$ cat config.mk
export PLATFORM = sky130hd
export DESIGN_NAME = if_stage
export DESIGN_NICKNAME = d
export VERILOG_FILES = /design/src/rtl/core_pkg.sv /design/src/rtl/if_id_reg.sv /design/src/rtl/if_stage.sv
export SDC_FILE = /design/constraint.sdc
export NUM_CORES = 1
export LEC_CHECK = 0
export BUFFER_PORTS_ARGS = -buffer_cell sky130_fd_sc_hd__buf_2
export CORE_AREA = 2 2 88 90
export CTS_CLUSTER_SIZE = 16
export DETAILED_ROUTE_END_ITERATION = 8
export DIE_AREA = 0 0 90 92
export PLACE_DENSITY_LB_ADDON = 0.05
export SETUP_SLACK_MARGIN = 0.15
export SYNTH_ARGS = -nofsm -noshare
export SYNTH_HDL_FRONTEND = slang
export SYNTH_SLANG_ARGS = --single-unit
$ cat constraint.sdc
create_clock -name clk -period 2.1 [get_ports clk]
set_input_delay 0.105 -clock clk [delete_from_list [all_inputs] [get_ports clk]]
set_output_delay 0.105 -clock clk [all_outputs]
set_load 0.01 [all_outputs]
$ cat src/rtl/core_pkg.sv
// Shared types and constants for the 16-bit pipelined core.
package core_pkg;

    localparam int              WORD_W    = 16;
    localparam logic [WORD_W-1:0] NOP_INSTR = 16'h0000;

    typedef enum logic [1:0] {
        S_BOOT,
        S_RUN,
        S_HALT
    } fetch_state_t;

    typedef struct packed {
        logic [WORD_W-1:0] pc;
        logic [WORD_W-1:0] pc1;
        logic [WORD_W-1:0] instr;
        logic              valid;
    } ifid_t;

endpackage

$ cat src/rtl/if_id_reg.sv
// IF/ID pipeline register: load captures a fetch, bubble zeroes instr/valid, otherwise holds.
// Latency 1 cycle; no backpressure of its own (hold is driven by the fetch stage).
module if_id_reg
    import core_pkg::*;
(
    input  logic              clk,
    input  logic              rst,
    input  logic              load,
    input  logic              bubble,
    input  logic [WORD_W-1:0] pc,
    input  logic [WORD_W-1:0] pc1,
    input  logic [WORD_W-1:0] instr,
    output ifid_t             ifid
);

    always_ff @(posedge clk or posedge rst) begin
        if (rst) begin
            ifid <= '0;
        end else if (load) begin
            // pc fields load even for a bubble so decode always sees a coherent address
            ifid.pc  <= pc;
            ifid.pc1 <= pc1;
            if (bubble) begin
                ifid.instr <= NOP_INSTR;
                ifid.valid <= 1'b0;
            end else begin
                ifid.instr <= instr;
                ifid.valid <= 1'b1;
            end
        end
    end

endmodule

$ cat src/rtl/if_stage.sv
// Instruction fetch: owns PC, addresses the ROM, fills IF/ID; latency 1 cycle ROM->IF/ID.
// Backpressure: stall_i holds PC and IF/ID; optional IF_PERF_CNT_EN adds fetch/bubble counters.
module if_stage
    import core_pkg::*;
#(
    parameter logic [15:0] RESET_PC   = 16'h0000,
    parameter int          IMEM_DEPTH = 16
) (
    input  logic              clk,
    input  logic              rst,
    input  logic              stall_i,
    input  logic              flush_i,
    input  logic              redirect_i,
    input  logic [WORD_W-1:0] redirect_pc_i,
    output logic [WORD_W-1:0] imem_pc_o,
    input  logic [WORD_W-1:0] imem_instr_i,
    output logic [WORD_W-1:0] ifid_pc_o,
    output logic [WORD_W-1:0] ifid_pc1_o,
    output logic [WORD_W-1:0] ifid_instr_o,
    output logic              ifid_valid_o,
    output logic              halted_o
`ifdef IF_PERF_CNT_EN
    ,
    output logic [15:0]       perf_fetch_o,
    output logic [15:0]       perf_bubble_o
`endif
);

    localparam logic [WORD_W:0] DEPTH_LIMIT = (WORD_W+1)'(IMEM_DEPTH);

    fetch_state_t      state, state_nxt;
    logic [WORD_W-1:0] pc, pc_nxt, pc_inc;
    logic              ifid_load, ifid_bubble;
    ifid_t             ifid;

    function automatic logic out_of_range(input logic [WORD_W-1:0] a);
        return {1'b0, a} >= DEPTH_LIMIT;
    endfunction

    assign pc_inc = pc + 16'd1;

    always_ff @(posedge clk or posedge rst) begin
        if (rst) begin
            state <= S_BOOT;
            pc    <= RESET_PC;
        end else begin
            state <= state_nxt;
            pc    <= pc_nxt;
        end
    end

    // redirect beats stall beats the halt check beats a normal fetch
    always_comb begin
        state_nxt   = state;
        pc_nxt      = pc;
        ifid_load   = 1'b0;
        ifid_bubble = 1'b0;
        case (state)
            S_BOOT: begin
                state_nxt   = S_RUN;
                pc_nxt      = RESET_PC;
                ifid_load   = 1'b1;
                ifid_bubble = 1'b1;
            end
            S_RUN: begin
                if (redirect_i) begin
                    pc_nxt      = redirect_pc_i;
                    ifid_load   = 1'b1;
                    ifid_bubble = 1'b1;
                end else if (stall_i) begin
                    pc_nxt = pc;
                end else if (out_of_range(pc)) begin
                    state_nxt   = S_HALT;
                    ifid_load   = 1'b1;
                    ifid_bubble = 1'b1;
                end else begin
                    pc_nxt      = pc_inc;
                    ifid_load   = 1'b1;
                    ifid_bubble = flush_i;
                end
            end
            S_HALT: begin
                if (redirect_i && !out_of_range(redirect_pc_i)) begin
                    state_nxt   = S_RUN;
                    pc_nxt      = redirect_pc_i;
                    ifid_load   = 1'b1;
                    ifid_bubble = 1'b1;
                end
            end
            default: state_nxt = S_BOOT;
        endcase
    end

    if_id_reg u_if_id_reg (
        .clk    (clk),
        .rst    (rst),
        .load   (ifid_load),
        .bubble (ifid_bubble),
        .pc     (pc),
        .pc1    (pc_inc),
        .instr  (imem_instr_i),
        .ifid   (ifid)
    );

    assign imem_pc_o    = pc;
    assign ifid_pc_o    = ifid.pc;
    assign ifid_pc1_o   = ifid.pc1;
    assign ifid_instr_o = ifid.instr;
    assign ifid_valid_o = ifid.valid;
    assign halted_o     = (state == S_HALT);

`ifdef IF_PERF_CNT_EN
    logic fetch_inc, bubble_inc;

    assign fetch_inc  = ifid_load && !ifid_bubble;
    assign bubble_inc = ifid_load && ifid_bubble && (state != S_HALT);

    always_ff @(posedge clk or posedge rst) begin
        if (rst) begin
            perf_fetch_o  <= '0;
            perf_bubble_o <= '0;
        end else begin
            if (fetch_inc && perf_fetch_o != 16'hFFFF)
                perf_fetch_o <= perf_fetch_o + 16'd1;
            if (bubble_inc && perf_bubble_o != 16'hFFFF)
                perf_bubble_o <= perf_bubble_o + 16'd1;
        end
    end
`endif

endmodule

## After elaboration in Yosys (flattened, before gate mapping)

Cells that the tools add are included.

- Bits in writable memories: 0
- Logic and storage cells: 42
- Output and inout bits: 66
- Input bits: 37
- Memories: 0
- Register bits: 67
- ROM bits: 0
- Latch bits: 0

- Order comparisons: 2
- Reduce and logical (&&, ||, !) cells: 6
- Divide/modulo/power cells: 0
- $add $sub $neg: 1
- Shift-type cells: 0
- Muxes and demuxes: 19
- $mul: 0
- Bitwise gates (word level): 0
- Equal/unequal tests: 8

Operators by type and width:

| kind | number |
|---|---|
| $mux W16 | 4 |
| $pmux W16 S3 | 1 |
| $ge A16 B5 Y1 const B | 2 |
| $mux W17 | 1 |
| $add A16 B1 Y16 const B | 1 |
| $mux W2 | 4 |
| $reduce_and A4 Y1 | 2 |
| $mux W1 | 6 |
| $ne A2 B2 Y1 const B | 3 |
| $ne A3 B3 Y1 const B | 2 |
| $pmux W1 S3 | 2 |
| $pmux W2 S3 | 1 |
| $reduce_bool A3 Y1 | 1 |
| $eq A2 B1 Y1 const B | 1 |
| $eq A2 B2 Y1 const B | 1 |
| $logic_not A2 Y1 | 1 |
| $ne A2 B1 Y1 const B | 1 |
| $logic_and A1 B1 Y1 | 1 |
| $logic_not A1 Y1 | 1 |

## Logic depth before layout (Yosys ltp)

Gate-level depths: netlist of the first run.

- Depth in word-level cells: 6
- Depth in mapped cells: 9
- Mapped depth without buffers: 7

## Modules after synthesis

Synthesis of the first run repeated with hierarchy kept, for this count alone.

- Cells, all modules: 279
- Area total of the unflattened synthesis: 3260.6 um^2

Modules (own cells, without submodules):

| module | area an instance (um^2) | cells an instance | times used | sequential area each (um^2) |
|---|---|---|---|---|
| if_id_reg | 1820.5 | 109 | 1 | 1226.2 |
| if_stage | 1440.1 | 170 | 1 | 450.4 |

## Worst setup path after synthesis of the first run

No wires, ideal clock.

- Kind: register to register
- Start: reg state[0]
- End: reg u_if_id_reg.ifid[35] (netlist name)
- Path slack: 0.163 ns
- Clock period less this slack: 1.937 ns
- Library setup time: 0.128 ns
- Path buffers: 2
- Arrival: 1.810 ns
- Cell stages (with the launch flop): 9
- Data required time: 1.972 ns
- Cells stage by stage: dfrtp_1 -> inv_1 -> ha_1 -> inv_1 -> or2_1 -> a21oi_2 -> buf_4 -> buf_6 -> mux2_1

- Word-level cells in the longest chain between the ends: 2
- Elaborated cells on any way between the ends: 4
- Those cells by class: eq/ne (2); mux (1); reduce/logical (1)

Ends and longest elaborated chain:

| what | RTL line | text |
|---|---|---|
| start: declaration | if_stage.sv:31 | `fetch_state_t state, state_nxt;` |
| start signal: assignment | if_stage.sv:47 | `state <= state_nxt;` |
| $eq A2 B2 Y1 | n/a |  |
| via halted_o | if_stage.sv:21 | `output logic halted_o` |
| $pmux W1 S3 | if_stage.sv:58 | `case (state)` |

The timed path passes the listed nets, and every way through them passes these cells.
A chain may end at the register's enable or synchronous reset.

## Final worst setup path of the first run

- Start: reg state[0]
- End: reg u_if_id_reg.ifid[40] (netlist name)

- Word-level cells in the longest chain between the ends: 2
- Elaborated cells on any way between the ends: 4
- Those cells by class: eq/ne (2); mux (1); reduce/logical (1)

Ends and longest elaborated chain:

| what | RTL line |
|---|---|
| $eq A2 B2 Y1, or another cell as far along | if_stage.sv:58 |
| $pmux W1 S3 * | if_stage.sv:58 |

Mark *: on every way between the ends. The rest lies on a longest branch, timed or not.

==> results of run 1 <==
-- sequential cells by signal, summed over array words and instances, names as in the netlist --
register and cells:
imem_pc_o 16, state 2, u_if_id_reg.ifid 49
-- cell families (layout without fill, tap and decap cells) --
logic type	Yosys count	count (layout)	share of synthesized area (%)
compound gates	66	66	15.70
xor+xnor	14	14	3.790
fa+ha+maj	6	6	2.320
buf+inv	27	182	3.751
flops	67	67	51.82
mux	35	35	12.18
simple gates	63	63	10.44
-- layer usage --
layer	share of wire [%]	vias up	routed length, um
met4	0.98	0	84
li1	-	1320	-
met5	0	-	0
met3	5.2	8	447
met1	46	1393	3954
met2	48	81	4086
-- Yosys cell counts, drive strengths merged --
library cell / n
ha: 6
or2: 1
o21a: 1
clkbuf: 9
xor2: 3
buf: 9
a21o: 3
o211ai: 1
o31ai: 8
xnor2: 11
mux2: 35
dfrtp: 67
nor2b: 1
a41oi: 1
and4: 2
and2: 4
nand2b: 3
nand2: 20
a211oi: 1
a21oi: 5
nor3: 3
and2b: 1
nand3: 12
o31a: 1
inv: 9
and3: 4
o22a: 1
a22o: 27
a31o: 1
a21boi: 1
a21bo: 3
o21ai: 12
nand4: 4
nor4b: 1
nor4: 6
nor2: 1
-- tightest hold or removal path, delay by kind of cell --
kind | cells | cell delay, ns
AO/OA/AOI/OAI | 2 | 0.18
buffers and inverters | 1 | 0.09
AND/OR/NAND/NOR | 1 | 0.04
-- through the flow --
step	hold WS, ns	util [%]
5_1_grt	0.1032	62.94
6_report	0.1076	62.94
2_1_floorplan	0.2376	-
3_5_place_dp	0.2590	54.47
4_1_cts	0.1013	60.42
3_3_place_gp	0.2654	54.47
-- worst paths after layout --
path,to,slack [ns]
min reg2reg,u_if_id_reg.ifid[0],0.48
max,u_if_id_reg.ifid[40],0.19
min,imem_pc_o[8],0.11
min in group asynchronous,u_if_id_reg.ifid[27],0.42
max in group asynchronous,state[0],1.03
max reg2reg,u_if_id_reg.ifid[40],0.19
-- where the power goes --
group	switching [W]	leakage, nW	internal [W]
combinational	0.00173	1.44	0.00180
sequential	0.000303	0.917	0.00174
clock	0.000495	0.113	0.000732
total	0.00253	2.47	0.00427
-- timing repair --
item | CTS | global route
cloned | 0 | 4
buffers inserted | 1 | 3
endpoints found under the hold margin | 47 | 0
gates resized for setup | 8 | 22
hold buffers | 17 | 0
setup endpoints to repair | 38 | 62
pin swaps | 1 | 5
-- cell type report --
| class | instances | area [sq um] | share of cell area, % |
|---|---|---|---|
| Timing Repair Buffer | 157 | 1056 | 22.53 |
| Clock buffer | 12 | 155.1 | 3.310 |
| Tap cell | 102 | 127.6 | 2.723 |
| Sequential cell | 67 | 1678 | 35.80 |
| Multi-Input combinational cell | 184 | 1564 | 33.37 |
| Inverter | 9 | 33.78 | 0.7208 |
| Clock inverter | 4 | 72.57 | 1.548 |
==> summary.md, run 1 <==
| Metric | Value |
|---|---|
| Result of the run | `finished clean` |
| Layout Cell Area excl Fill | `around 4700 sq um` |
| Number of levels the H-tree was split into | `3` |
| Met3 GRT Util | `around 4.9%` |
| Std-Cell Core Area | `7447 sq um` |
| Buffers added on ports | `between 100 and 150` |
| Largest net degree at the start of global routing | `37` |
| Syn Std Cell Area | `between 3000 and 4000 sq um` |
| Path type of the worst min-delay path | `in -> reg` |
| Number of antenna violations at the first check in global routing | `0` |
| Placed Cells | `a little under 500` |
| Count of antenna diodes in the layout | `0` |
| Top area cells in the synthesized netlist | `dfrtp_1 52%, mux2_2 7.7%, a22o_1 7.3%` |
| Root buffer cell | `clkbuf_8` |
| Final total power | `~0.0068 W` |
| Clk sink count | `67` |
| Highest-utilization routing layer at the global route stage | `met2` |
| Fin. Hold Viols | `0` |
| Biggest cell delay along the critical path | `between 0.4 and 0.5 ns` |
| Post-DP HPWL | `around 5.9 mm` |
| Sequential fraction of the synthesis area | `between 50 and 60%` |
| Highest attainable clock frequency | `0.5240 GHz` |
| Number of CTS-inserted buffers | `9` |
| Met1 global-route usage | `26.57%` |
| Worst r2r src | `state[0]` |
| Layout cells sized above 1 | `47.58%` |
| Data arrival time at the worst-slack endpoint | `2.14 ns` |
| I/O pins | `103` |
| Initial detailed-routing violation count | `88` |
| Total Neg Setup Slack | `0 ns` |
| Minimum period implied by the final worst setup slack | `between 1.5 and 2 ns` |
| Gr ovfl total | `0` |
| Most area-hungry cell type in the Yosys netlist | `dfrtp_1` |
| Global-route wire length before repair | `about 14 mm` |
| Setup Crit Path Kind | `reg -> reg` |
| Number of synthesis warnings | `0` |
| Placer Congestion | `~0.85` |
| Cells on Worst Hold Path | `4` |
| Crit path cell chain | `inv_2 -> ha_4 -> inv_2 -> or2_4 -> a21oi_4 -> buf_12 -> clkbuf_16 -> mux2_2` |
| Worst Path Required | `approximately 2.3 ns` |
| Startpoint of the tightest hold check path | `redirect_pc_i[8]` |
| Router iterations before antenna repair | `4` |
| Clock-pin transition on the worst setup and hold timing paths | `roughly 0.07 ns` |
| Final-stage net count | `about 470` |
| Period Utilization, post-route | `about nine tenths` |
| Worst setup slack after layout | `about 0.19 ns` |
| Count of placed standard cells in the final layout, fillers left out | `around 540` |
| Filler cell count in the final layout | `646` |
| Final count of pins violating max slew | `0` |
| Final Skew | `0.006190 ns` |
| Vias in the first global route | `around 2800` |
| Worst-path maximum fanout | `5` |
| Starting density of the core | `between 40% and 50%` |
| Clock Latency Late Sink | `around 0.34 ns` |
| Origin of the worst setup path | `state[0]` |
| Routed via count divided by cell count | `~5.2` |
| Floorplan die area | `just over 8000 sq um` |
| Max cap viols | `0` |
| Most used cells in the layout excluding fill and tap cells | `103 x buf_2, 66 x dfrtp_1, 29 x buf_4, 27 x a22o_1` |
| Total of flip-flops plus latches after synthesis | `67` |
| Remaining antenna violation count | `0` |
| Relative slew margins | `a little over half` |
| Total via count in the routed design | `2802` |
| WL final | `around 8.6 mm` |
| P_leak | `~2.5 nW` |
| Number of buffers on the longest clock path | `2` |
| Unrepaired setup endpoints after global routing | `true` |
| Combined buffer and inverter count along the critical path | `4` |
| Worst-case vdd ir drop | `between 0.7 and 0.8 mV` |
| Die extent in x | `roughly 90 um` |
| Number of unique standard cell types used by synthesis | `40` |
| Number of gates on the worst path with buffers counted | `8` |
| Core Rows | `32` |
| Number of cell instances on the worst register-to-register path | `8` |
| Routed len/inst | `~16 um` |
| CTS tree | `done` |
| Cell with the largest stage delay on the worst path | `dfrtp_2` |
| Post-place instance area | `just over 4000 sq um` |
| Kind of end point of the critical path | `register` |
| Pre-CTS WS | `-0.08255 ns` |
| Tightest Pin Transition | `0.7178 ns` |
| Area Growth Syn to Fin | `44.86%` |
| Count of final setup violators | `0` |
| Post-synthesis cell count | `~280` |
| Kind of launch point of the worst setup path | `register` |
| Ratio of total power to cell area | `approximately 1500 nW/um^2` |
| Die Y | `just over 90 um` |
| Leading cell type in the layout, fill and taps excluded | `buf_2` |
| Total Routing Usage GR | `20.69%` |
| Most used cell along the critical path | `inv_2` |
| Met2 Track Usage GR | `between 30% and 40%` |
| Share of the synthesized area in the top cell type | `51.82%` |
| Average cell area after synthesis | `~12 sq um` |
| DRC violation count after routing | `0` |
| Top delay family on crit path | `flip-flops` |
| Syn Nets | `roughly 320` |
Note: power is estimated with default switching activity, not from simulation.
==> inputs of run 2 (changes only) <==
Clock period 2.1 ns to 1.6 ns, I/O delays scaled along.
==> run 2 against run 1 <==
The run now ends with setup timing left; global-route usage grew 1.6 points; sequential power rose by 32%; utilization is 6.4 points higher; first-iteration DRC count increased by 28%; combinational power rose by 66%; worst hold slack got worse by 0.037 ns; final area is 10% higher; clock power increased by 31%; worst setup slack got worse by 0.45 ns; count of clock-buffer cells in the layout unchanged; non-clock buffer count increased by 27; critical endpoint is now u_if_id_reg.ifid[28]; largest power group unchanged.
==> summary.md, run 2 (synthesis results as in run 1) <==
| Metric | Value |
|---|---|
| Final-stage net count | `approximately 500` |
| WL final | `9.548 mm` |
| Kind of end point of the critical path | `register` |
| Kind of launch point of the worst setup path | `register` |
| Vias in the first global route | `about 2800` |
| Die Y | `a little over 90 um` |
| Router iterations before antenna repair | `4` |
| Clock-pin transition on the worst setup and hold timing paths | `~0.08 ns` |
| Placed Cells | `~520` |
| Setup Crit Path Kind | `reg -> reg` |
| Layout cells sized above 1 | `a little under three fifths` |
| Startpoint of the tightest hold check path | `redirect_pc_i[12]` |
| Die extent in x | `approximately 90 um` |
| Top routing layer in use | `met4` |
| Final core utilization | `around 70%` |
| Pre-CTS WS | `-0.3418 ns` |
| Area Growth Syn to Fin | `59.67%` |
| Post-DP HPWL | `slightly above 6 mm` |
| Remaining antenna violation count | `0` |
| Number of CTS-inserted buffers | `9` |
| Ratio of total power to cell area | `approximately 2000 nW/um^2` |
| Worst-path maximum fanout | `4` |
| Leading cell type in the layout, fill and taps excluded | `buf_2` |
| Data arrival time at the worst-slack endpoint | `around 2.1 ns` |
| Clock Latency Late Sink | `approximately 0.35 ns` |
| Routed via count divided by cell count | `just over 5` |
| Unrepaired setup endpoints after global routing | `true` |
| Detailed-route wire length on metal 1 | `4.355 mm` |
| Routed met3 length | `607 um` |
| Initial detailed-routing violation count | `approximately 110` |
| Crit path cell chain | `inv_2 -> ha_4 -> inv_2 -> or2_4 -> a21oi_4 -> buf_6 -> clkbuf_16 -> mux2_4` |
| Most used cell along the critical path | `inv_2` |
| Register bank with the most flops | `u_if_id_reg.ifid` |
| Largest net degree at the start of global routing | `28` |
| Path type of the worst min-delay path | `in -> reg` |
| Comb power frac | `around 58%` |
| Worst-case vdd ir drop | `roughly 1.5 mV` |
| Clk sink count | `between 60 and 70` |
| Count of antenna diodes in the layout | `0` |
| Met2 wire length | `about 4.4 mm` |
| Buffers added on ports | `between 100 and 150` |
| I/O pins | `approximately 100` |
| Placer Congestion | `about 0.88` |
| Total Neg Setup Slack | `-12.73 ns` |
| Setup slack of the worst register-to-register path | `-0.26 ns` |
| Fin. Hold Viols | `0` |
| Final count of pins violating max slew | `0` |
| Core Rows | `32` |
| Clk pwr share | `between 10% and 20%` |
| Worst Path Required | `1.84 ns` |
| Starting density of the core | `a little over two fifths` |
| Highest attainable clock frequency | `about 0.54 GHz` |
| Post-place instance area | `roughly 4400 sq um` |
| Total via count in the routed design | `~3000` |
| Flip-flop count of the largest register after layout | `49` |
| DRC violation count after routing | `0` |
| Count of placed standard cells in the final layout, fillers left out | `roughly 560` |
| Final Skew | `0.01143 ns` |
| Internal Power | `0.006448 W` |
| Most used cells in the layout excluding fill and tap cells | `102 x buf_2, 60 x dfrtp_1, 48 x buf_4, 34 x mux2_4, 27 x a22o_1` |
| Total Routing Usage GR | `22.30%` |
| Std-Cell Core Area | `7447 sq um` |
| Floorplan die area | `around 8300 sq um` |
| Cell with the largest stage delay on the worst path | `dfrtp_2` |
| Period Utilization, post-route | `116.1%` |
| Worst setup slack after layout | `-0.2579 ns` |
| Minimum period implied by the final worst setup slack | `1.858 ns` |
| Routed len/inst | `approximately 17 um` |
| Global-route wire length before repair | `14.29 mm` |
| CTS tree | `done` |
| Gr ovfl total | `0` |
| Count of final setup violators | `65` |
| Number of antenna violations at the first check in global routing | `0` |
| Reported net switching power | `around 0.0037 W` |
| Result of the run | `finished with violations` |
| Origin of the worst setup path | `state[0]` |
| Root buffer cell | `clkbuf_8` |
| Failing checks | `setup timing` |
| Number of levels the H-tree was split into | `3` |
| Switch share | `36.66%` |
| Relative slew margins | `around two thirds` |
| Layout Cell Area excl Fill | `5166 sq um` |
| Worst r2r src | `state[0]` |
| P_leak | `2.709 nW` |
| Seq pwr share | `26.5%` |
| Tightest Pin Transition | `between 0.5 and 0.6 ns` |
| Max cap viols | `0` |
| Biggest cell delay along the critical path | `0.42 ns` |
| Number of buffers on the longest clock path | `2` |
## run 2: changes by cell type in the layout (fill, tap and decap cells not counted), sizes merged
cell	change
buf	+25
clkbuf	+2
clkinvlp	+1
inv	-1
nand2	+1
## run 2: final cells by class
type / count / area (sq um)
multi-input combinational: 185 / 1740
timing repair buffer: 184 / 1348
tap: 102 / 127.6
inverter: 9 / 37.54
clock buffer: 12 / 155.1
clock inverter: 4 / 72.57
fill: 588 / 2281
sequential: 67 / 1685
## run 2: metrics by stage
| stage | power [W] | hold slack, ns |
|---|---|---|
| global route | 0.01073 | 0.07106 |
| CTS | 0.009569 | 0.06550 |
| floorplan | 0.005383 | 0.2125 |
| global placement | 0.007285 | 0.1399 |
| detailed placement | 0.007338 | 0.1493 |
| finish | 0.01018 | 0.07090 |
## run 2: power groups by stage
stage | combinational [W] | clock (W) | sequential, W
after floorplan | 0.00233 | 0 | 0.00305
after global routing | 0.00622 | 0.00173 | 0.00278
after global placement | 0.00464 | 0 | 0.00265
after CTS | 0.00526 | 0.00163 | 0.00267
after detailed placement | 0.00467 | 0 | 0.00267
final | 0.00587 | 0.00161 | 0.00270
## run 2: layer usage
layer	vias to the layer above	GRT usage (%)
met5	-	0
met2	119	33.83
met3	18	6.163
met1	1415	30.74
met4	0	8.205
li1	1373	-
## run 2: what timing repair did
action,in CTS,in global routing
cloned,2,4
setup buffers,3,3
pin swaps,10,9
hold buffers,17,0
resized for setup,28,29
endpoints found under the hold margin,36,0
setup endpoints to repair,67,68
## run 2: critical path: cells and delay by family, from the launching register on
kind / cells / cell delay [ns]
simple gates: 1 / 0.24
mux: 1 / 0.29
buf+inv: 4 / 0.43
fa+ha+maj: 1 / 0.16
flops: 1 / 0.42
compound gates: 1 / 0.21
## run 2: final timing paths
path / to / cells after the start
min reg2reg: u_if_id_reg.ifid[0] / 1
max: u_if_id_reg.ifid[28] / 8
min in group asynchronous: u_if_id_reg.ifid[24] / 3
min: imem_pc_o[12] / 4
max reg2reg: u_if_id_reg.ifid[28] / 8
max in group asynchronous: u_if_id_reg.ifid[47] / 4
